$ cat config.mk
export PLATFORM = sky130hd
export DESIGN_NAME = mem_lsu
export DESIGN_NICKNAME = d
export VERILOG_FILES = /design/src/rtl/mem_lsu.sv
export SDC_FILE = /design/constraint.sdc
export NUM_CORES = 1
export LEC_CHECK = 0
export ABC_CLOCK_PERIOD_IN_PS = 2270
export CELL_PAD_IN_SITES_DETAIL_PLACEMENT = 1
export CELL_PAD_IN_SITES_GLOBAL_PLACEMENT = 1
export CORE_ASPECT_RATIO = 0.5
export CORE_MARGIN = 8
export CORE_UTILIZATION = 24
export DETAILED_ROUTE_END_ITERATION = 12
export PLACE_DENSITY = 0.87
export SLEW_MARGIN = 20
export SYNTH_ARGS = -nofsm -noshare
export SYNTH_HDL_FRONTEND = slang
export SYNTH_SLANG_ARGS = --single-unit
$ cat constraint.sdc
create_clock -name Clk -period 2.27 [get_ports Clk]
set_input_delay 0.681 -clock Clk [delete_from_list [all_inputs] [get_ports Clk]]
set_output_delay 0.681 -clock Clk [all_outputs]
set_load 0.01 [all_outputs]
$ cat src/rtl/mem_lsu.sv
// MEM-stage load/store unit: request/grant/response data port, byte-lane alignment, stall and bus-timeout.
// Optional misaligned-access exceptions are enabled by defining MEM_MISALIGN_EXC_EN.
module mem_lsu #(
   parameter int ADDR_W      = 32,
   parameter int TIMEOUT_CYC = 16
) (
   input  logic              Clk,
   input  logic              Reset_n,
   input  logic              EX_valid,
   input  logic              EX_Mem_wr_en,
   input  logic              EX_Mem_rd_en,
   input  logic [2:0]        EX_Mem_op,
   input  logic              EX_MemToReg,
   input  logic              EX_RegFile_wr_en,
   input  logic              EX_Exception,
   input  logic [31:0]       EX_ALU_result,
   input  logic [31:0]       EX_Rs2_data,
   input  logic [4:0]        EX_Rd_addr,
   output logic              MEM_stall,
   output logic              mem_req,
   output logic              mem_we,
   output logic [ADDR_W-1:0] mem_addr,
   output logic [3:0]        mem_be,
   output logic [31:0]       mem_wr_data,
   input  logic              mem_gnt,
   input  logic              mem_rvalid,
   input  logic [31:0]       mem_rd_data,
   output logic              MEM_valid,
   output logic              MEM_MemToReg,
   output logic              MEM_RegFile_wr_en,
   output logic              MEM_Exception,
   output logic [1:0]        MEM_exc_cause,
   output logic [31:0]       MEM_ALU_result,
   output logic [31:0]       MEM_dout,
   output logic [4:0]        MEM_Rd_addr
);

   localparam int CNT_W = $clog2(TIMEOUT_CYC + 1);

   typedef enum logic {
      IDLE = 1'b0,
      RSP  = 1'b1
   } state_t;

   state_t           state;
   state_t           state_nxt;
   logic [CNT_W-1:0] cnt;
   logic             is_half;
   logic             is_word;
   logic [1:0]       a;
   logic [1:0]       a_eff;
   logic             misaligned;
   logic             memop;
   logic             done;
   logic             timeout;
   logic [31:0]      rd_shift;
   logic [31:0]      load_data;

   assign a       = EX_ALU_result[1:0];
   assign is_half = (EX_Mem_op[1:0] == 2'b01);
   assign is_word = (EX_Mem_op[1:0] == 2'b10);
   assign a_eff   = is_word ? 2'b00 : (is_half ? {a[1], 1'b0} : a);

`ifdef MEM_MISALIGN_EXC_EN
   assign misaligned = EX_valid & (EX_Mem_rd_en | EX_Mem_wr_en) & ~EX_Exception &
                       ((is_half & a[0]) | (is_word & (a != 2'b00)));
`else
   assign misaligned = 1'b0;
`endif

   assign memop     = EX_valid & (EX_Mem_rd_en | EX_Mem_wr_en) & ~EX_Exception & ~misaligned;
   assign MEM_stall = memop & ~done;
   assign mem_we    = EX_Mem_wr_en;
   assign mem_addr  = {EX_ALU_result[ADDR_W-1:2], 2'b00};

   always_comb begin
      mem_be      = 4'b1111;
      mem_wr_data = EX_Rs2_data;
      case (EX_Mem_op[1:0])
         2'b00: begin
            mem_be      = 4'b0001 << a_eff;
            mem_wr_data = {4{EX_Rs2_data[7:0]}};
         end
         2'b01: begin
            mem_be      = 4'b0011 << a_eff;
            mem_wr_data = {2{EX_Rs2_data[15:0]}};
         end
         default: begin
            mem_be      = 4'b1111;
            mem_wr_data = EX_Rs2_data;
         end
      endcase
   end

   assign rd_shift = mem_rd_data >> {a_eff, 3'b000};

   always_comb begin
      load_data = rd_shift;
      case (EX_Mem_op)
         3'b000:  load_data = {{24{rd_shift[7]}}, rd_shift[7:0]};
         3'b100:  load_data = {24'h000000, rd_shift[7:0]};
         3'b001:  load_data = {{16{rd_shift[15]}}, rd_shift[15:0]};
         3'b101:  load_data = {16'h0000, rd_shift[15:0]};
         default: load_data = rd_shift;
      endcase
   end

   always_ff @(posedge Clk) begin
      if (!Reset_n) begin
         state <= IDLE;
         cnt   <= '0;
      end else begin
         state <= state_nxt;
         if (state == IDLE)
            cnt <= '0;
         else if (!mem_rvalid)
            cnt <= cnt + CNT_W'(1);
      end
   end

   // Responses seen in IDLE (including one alongside the grant) are never consumed.
   always_comb begin
      state_nxt = state;
      done      = 1'b0;
      timeout   = 1'b0;
      mem_req   = 1'b0;
      case (state)
         IDLE: begin
            mem_req = memop & Reset_n;
            if (memop && mem_gnt) begin
               if (EX_Mem_wr_en)
                  done = 1'b1;
               else
                  state_nxt = RSP;
            end
         end
         RSP: begin
            if (mem_rvalid) begin
               done      = 1'b1;
               state_nxt = IDLE;
            end else if (cnt == CNT_W'(TIMEOUT_CYC - 1)) begin
               done      = 1'b1;
               timeout   = 1'b1;
               state_nxt = IDLE;
            end
         end
         default: state_nxt = IDLE;
      endcase
   end

   always_ff @(posedge Clk) begin
      if (!Reset_n) begin
         MEM_valid         <= 1'b0;
         MEM_MemToReg      <= 1'b0;
         MEM_RegFile_wr_en <= 1'b0;
         MEM_Exception     <= 1'b0;
         MEM_exc_cause     <= 2'b00;
         MEM_ALU_result    <= 32'h0;
         MEM_dout          <= 32'h0;
         MEM_Rd_addr       <= 5'h0;
      end else if (!MEM_stall) begin
         MEM_valid         <= EX_valid;
         MEM_MemToReg      <= EX_MemToReg;
         MEM_RegFile_wr_en <= EX_RegFile_wr_en & ~timeout & ~misaligned;
         MEM_Exception     <= EX_Exception | timeout | misaligned;
         MEM_exc_cause     <= timeout ? 2'b11 :
                              (misaligned ? (EX_Mem_rd_en ? 2'b01 : 2'b10) : 2'b00);
         MEM_ALU_result    <= EX_ALU_result;
         MEM_Rd_addr       <= EX_Rd_addr;
         if (state == RSP && mem_rvalid)
            MEM_dout <= load_data;
      end else begin
         MEM_valid         <= 1'b0;
         MEM_MemToReg      <= 1'b0;
         MEM_RegFile_wr_en <= 1'b0;
         MEM_Exception     <= 1'b0;
      end
   end

endmodule

==> results.ini <==
[job]
max-cap-violations = 0

[worst_setup_path]
criticalPathCategory = flip-flop to primary output
crit_path_end = MEM_stall
worst-path-stages = 8
ff2ff_path_depth = 10
regToRegStartpoint = cnt[1]$_SDFFE_PN0N_
slowest_delay_ns = 0.34
crit_buf_inv = 2
slowest_stage = dfxtp_2
rrSetupSlack_ns = 0.13
crit_required_ns = 1.59
cp_max_fo = 2
critPathLaunchType = flip-flop
critical-path-top-delay-family = simple AND/OR/NAND/NOR gates
worstPathCellList = ha_4 -> and3_4 -> ha_4 -> nor3b_4 -> nor2_1 -> or2_1 -> inv_2 -> buf_6
cp-startpoint = cnt[1]$_SDFFE_PN0N_
cp.arrival_ns = 1.79
crit_path_end_kind = primary output
path_common_cell = ha_4
reg2reg_to = MEM_Rd_addr[4]$_SDFFE_PN0N_

[min_path]
hp-class = flip-flop to flip-flop
worstHoldPathCells = 2

[clock_network]
clk_path_buf_depth = 2
cts_tree = yes
clkTransAtPathRegs_ns = 0.06
cts_root_buf = clkbuf_16
insertion_delay_ns = 0.33
numCtsBuffers = 9
htreeDepth = 3
cts.sinks = 80
ctsHoldBuffers = 0

[routing]
first_pass_iters = 4
routed_wirelength_um = 19640
ant_nets = 0
drc_errors = 0
drt_iter0_drc = 230
vias = 4933
vias_per_cell = 4.694
routedWlPerCell_um = 18.68

[logic_synthesis]
synth_fa_ha_area_frac = 0.005613
ys_ff_latch = 80
synth_top_area_frac = 0.3592
synth_most_common_cell = nand2_1
synth_edf_count = 0
synth.yosys.seq_area_share = 0.3592
synth_ff_type = dfxtp_1
synthMuxAreaShare = 0.07802
synth-compound-area-share = 0.2217
synth.distinct_cells = 51
synth_common_cells = nand2_1 (152), dfxtp_1 (80), buf_4 (44), o21ai_0 (39), a21boi_0 (28)
synthSimpleGateAreaFrac = 0.1914
synth_area_um2 = 4458
synthCells = 547
yosys.area_share.xor_xnor = 0.009543
ys_async_sr_fraction = 0
synth_area_leaders = dfxtp_1 (36%), nand2_1 (13%), buf_4 (7.4%), a21boi_0 (4.7%), o21ai_0 (4.4%)
yosysWarnings = 0
synth_top_family_by_area = compound AO/OA/AOI/OAI gates
avgSynthCellArea_um2 = 8.150
synth_top_area_cell = dfxtp_1

[global_route]
grt_pass1_wl_um = 30250
use_met1 = 0.1559
grt_util_met3 = 0.06064
antenna_found_initial = 2
grt_start_max_net_pins = 77
grt.total_usage = 0.1598
grt_pass1_vias = 5522
busiest_layer = met2
use_met2 = 0.3042
grt.overflow.total = 0

[final_layout]
postLayoutCoreUtil = 0.4176
nNetsFinal = 920
area_growth_pct = 71.46
fin_cells = 1051
layout-drive-gt1-share = 0.2114

[pwr]
p_seq_frac = 0.356
p_total_mw = 4.170
switching_share = 0.2548
p_leak_nw = 3.243
p_sw_mw = 1.063
peakVddDrop_mv = 0.3696
power_frac_comb = 0.239
p_int_mw = 3.108
clock_power_share = 0.405
p_per_area_nw_per_um2 = 545.6

[floorplan]
start_util = 0.2435
row_count = 35
core-area_um2 = 18310
die_area_um2 = 23460
ios = 260
fp.dieW_um = 208.7
die_y_um = 112.4

[placed_design]
io_buffers = 257
place_inst = 1030
place_congestion = 0.8082
dpl.hpwl_um = 15570

[sta]
setup_viol = 1
hold_viol = 0
relSlewSlack = 0.5403
final.min_clock_period_ns = 2.474
post-route-period-util = 1.090
holdWs_ns = 0.4549
slew_viol_final = 0
maxClockFrequency_mhz = 404.2
tns_ns = -0.2043
finClkSkew_ns = 0.005943
worst_pin_slew_ns = 0.6896
rsz0062_at_grt = yes
worst_slack_ns = -0.2043

[outcome]
violations = setup timing
run_status = finished, violations left

layout by cell type, fill, tap and decap left out, types with 5 or more instances in the layout:
| cell type | instances |
|---|---|
| clkdlybuf4s50_1 | 168 |
| nand2_1 | 152 |
| dfxtp_1 | 78 |
| buf_4 | 67 |
| dlygate4sd2_1 | 49 |
| o21ai_0 | 31 |
| a21boi_0 | 28 |
| buf_2 | 25 |
| a31oi_1 | 16 |
| nor2_1 | 12 |
| a21oi_1 | 11 |
| o21ai_1 | 11 |
| inv_1 | 10 |
| mux2i_1 | 10 |
| a21boi_1 | 10 |
| clkbuf_16 | 9 |
| mux2_2 | 8 |
| a221oi_1 | 8 |
| a31o_2 | 8 |
| nor3b_1 | 8 |
| mux4_2 | 7 |
| o221a_2 | 7 |
| buf_6 | 5 |
| buf_12 | 5 |
cell families (layout without fill, tap and decap cells):
logic type | count (synthesis) | in the layout
and+or+nand+nor | 194 | 194
xor gates and xnor gates | 4 | 4
AOI/OAI and AO/OA | 142 | 142
other | 1 | 4
buffers and inverters | 99 | 360
DFF | 80 | 80
adders and majority gates | 2 | 2
muxes | 25 | 25
tightest hold or removal path: stages, from the launching register on:
cell and delay (ns):
dfxtp_1 0.31, nand2_1 0.05, a21boi_1 0.05
power groups by stage:
stage / clock network, mW / logic [mW] / registers [mW]
after floorplan: 0 / 0.424 / 1.54
after global placement: 0 / 1.04 / 1.51
after detailed placement: 0 / 1.06 / 1.52
after CTS: 1.73 / 1.01 / 1.49
after global routing: 1.80 / 1.07 / 1.49
final: 1.69 / 0.997 / 1.49
state kept, by name (all words and copies together) (netlist names):
signal,flops
MEM_ALU_result,32
MEM_Exception,1
MEM_MemToReg,1
MEM_Rd_addr,5
MEM_RegFile_wr_en,1
MEM_dout,32
MEM_exc_cause,1
MEM_valid,1
cnt,5
state,1
final cells by class:
| cell class | count | area [um2] |
|---|---|---|
| fillers | 2175 | 10660 |
| clock inverters | 5 | 103.9 |
| clock buffers | 11 | 242.7 |
| multi-input cells | 369 | 2320 |
| inverters | 12 | 45.04 |
| flip-flops and latches | 80 | 1604 |
| repair buffers | 332 | 3023 |
| diodes | 2 | 5.005 |
| well taps | 240 | 300.3 |
layer usage:
metal | routed length (um) | share of wire
met1 | 7364 | 0.38
met2 | 10300 | 0.52
met3 | 1546 | 0.079
met4 | 424 | 0.022
met5 | 0 | 0
worst min path at each step:
| stage | slack (ns) | end | startpoint |
|---|---|---|---|
| 2_1_floorplan | 0.45 | cnt[4]$_SDFFE_PN0N_ | cnt[4]$_SDFFE_PN0N_ |
| 3_3_place_gp | 0.44 | MEM_ALU_result[22]$_SDFFE_PN0N_ | MEM_ALU_result[22]$_SDFFE_PN0N_ |
| 3_5_place_dp | 0.45 | MEM_ALU_result[17]$_SDFFE_PN0N_ | MEM_ALU_result[17]$_SDFFE_PN0N_ |
| 4_1_cts | 0.46 | MEM_ALU_result[17]$_SDFFE_PN0N_ | MEM_ALU_result[17]$_SDFFE_PN0N_ |
| 5_1_grt | 0.48 | MEM_dout[0]$_SDFFE_PN0P_ | MEM_dout[0]$_SDFFE_PN0P_ |
| 6_report | 0.45 | MEM_ALU_result[18]$_SDFFE_PN0N_ | MEM_ALU_result[18]$_SDFFE_PN0N_ |
per-stage QoR:
step	setup WS, ns	area, um2
2_1_floorplan	0.005373	4491
3_3_place_gp	-0.7883	7398
3_5_place_dp	-0.8760	7398
4_1_cts	-0.2338	7652
5_1_grt	-0.3171	7644
6_report	-0.2043	7644
timing repair:
action	CTS	global route
setup buffers	3	0
gates cloned	0	0
resized for setup	188	24
pin swaps	8	7
setup endpoints to repair	92	33
No activity file was read; power rests on OpenSTA's default activity.
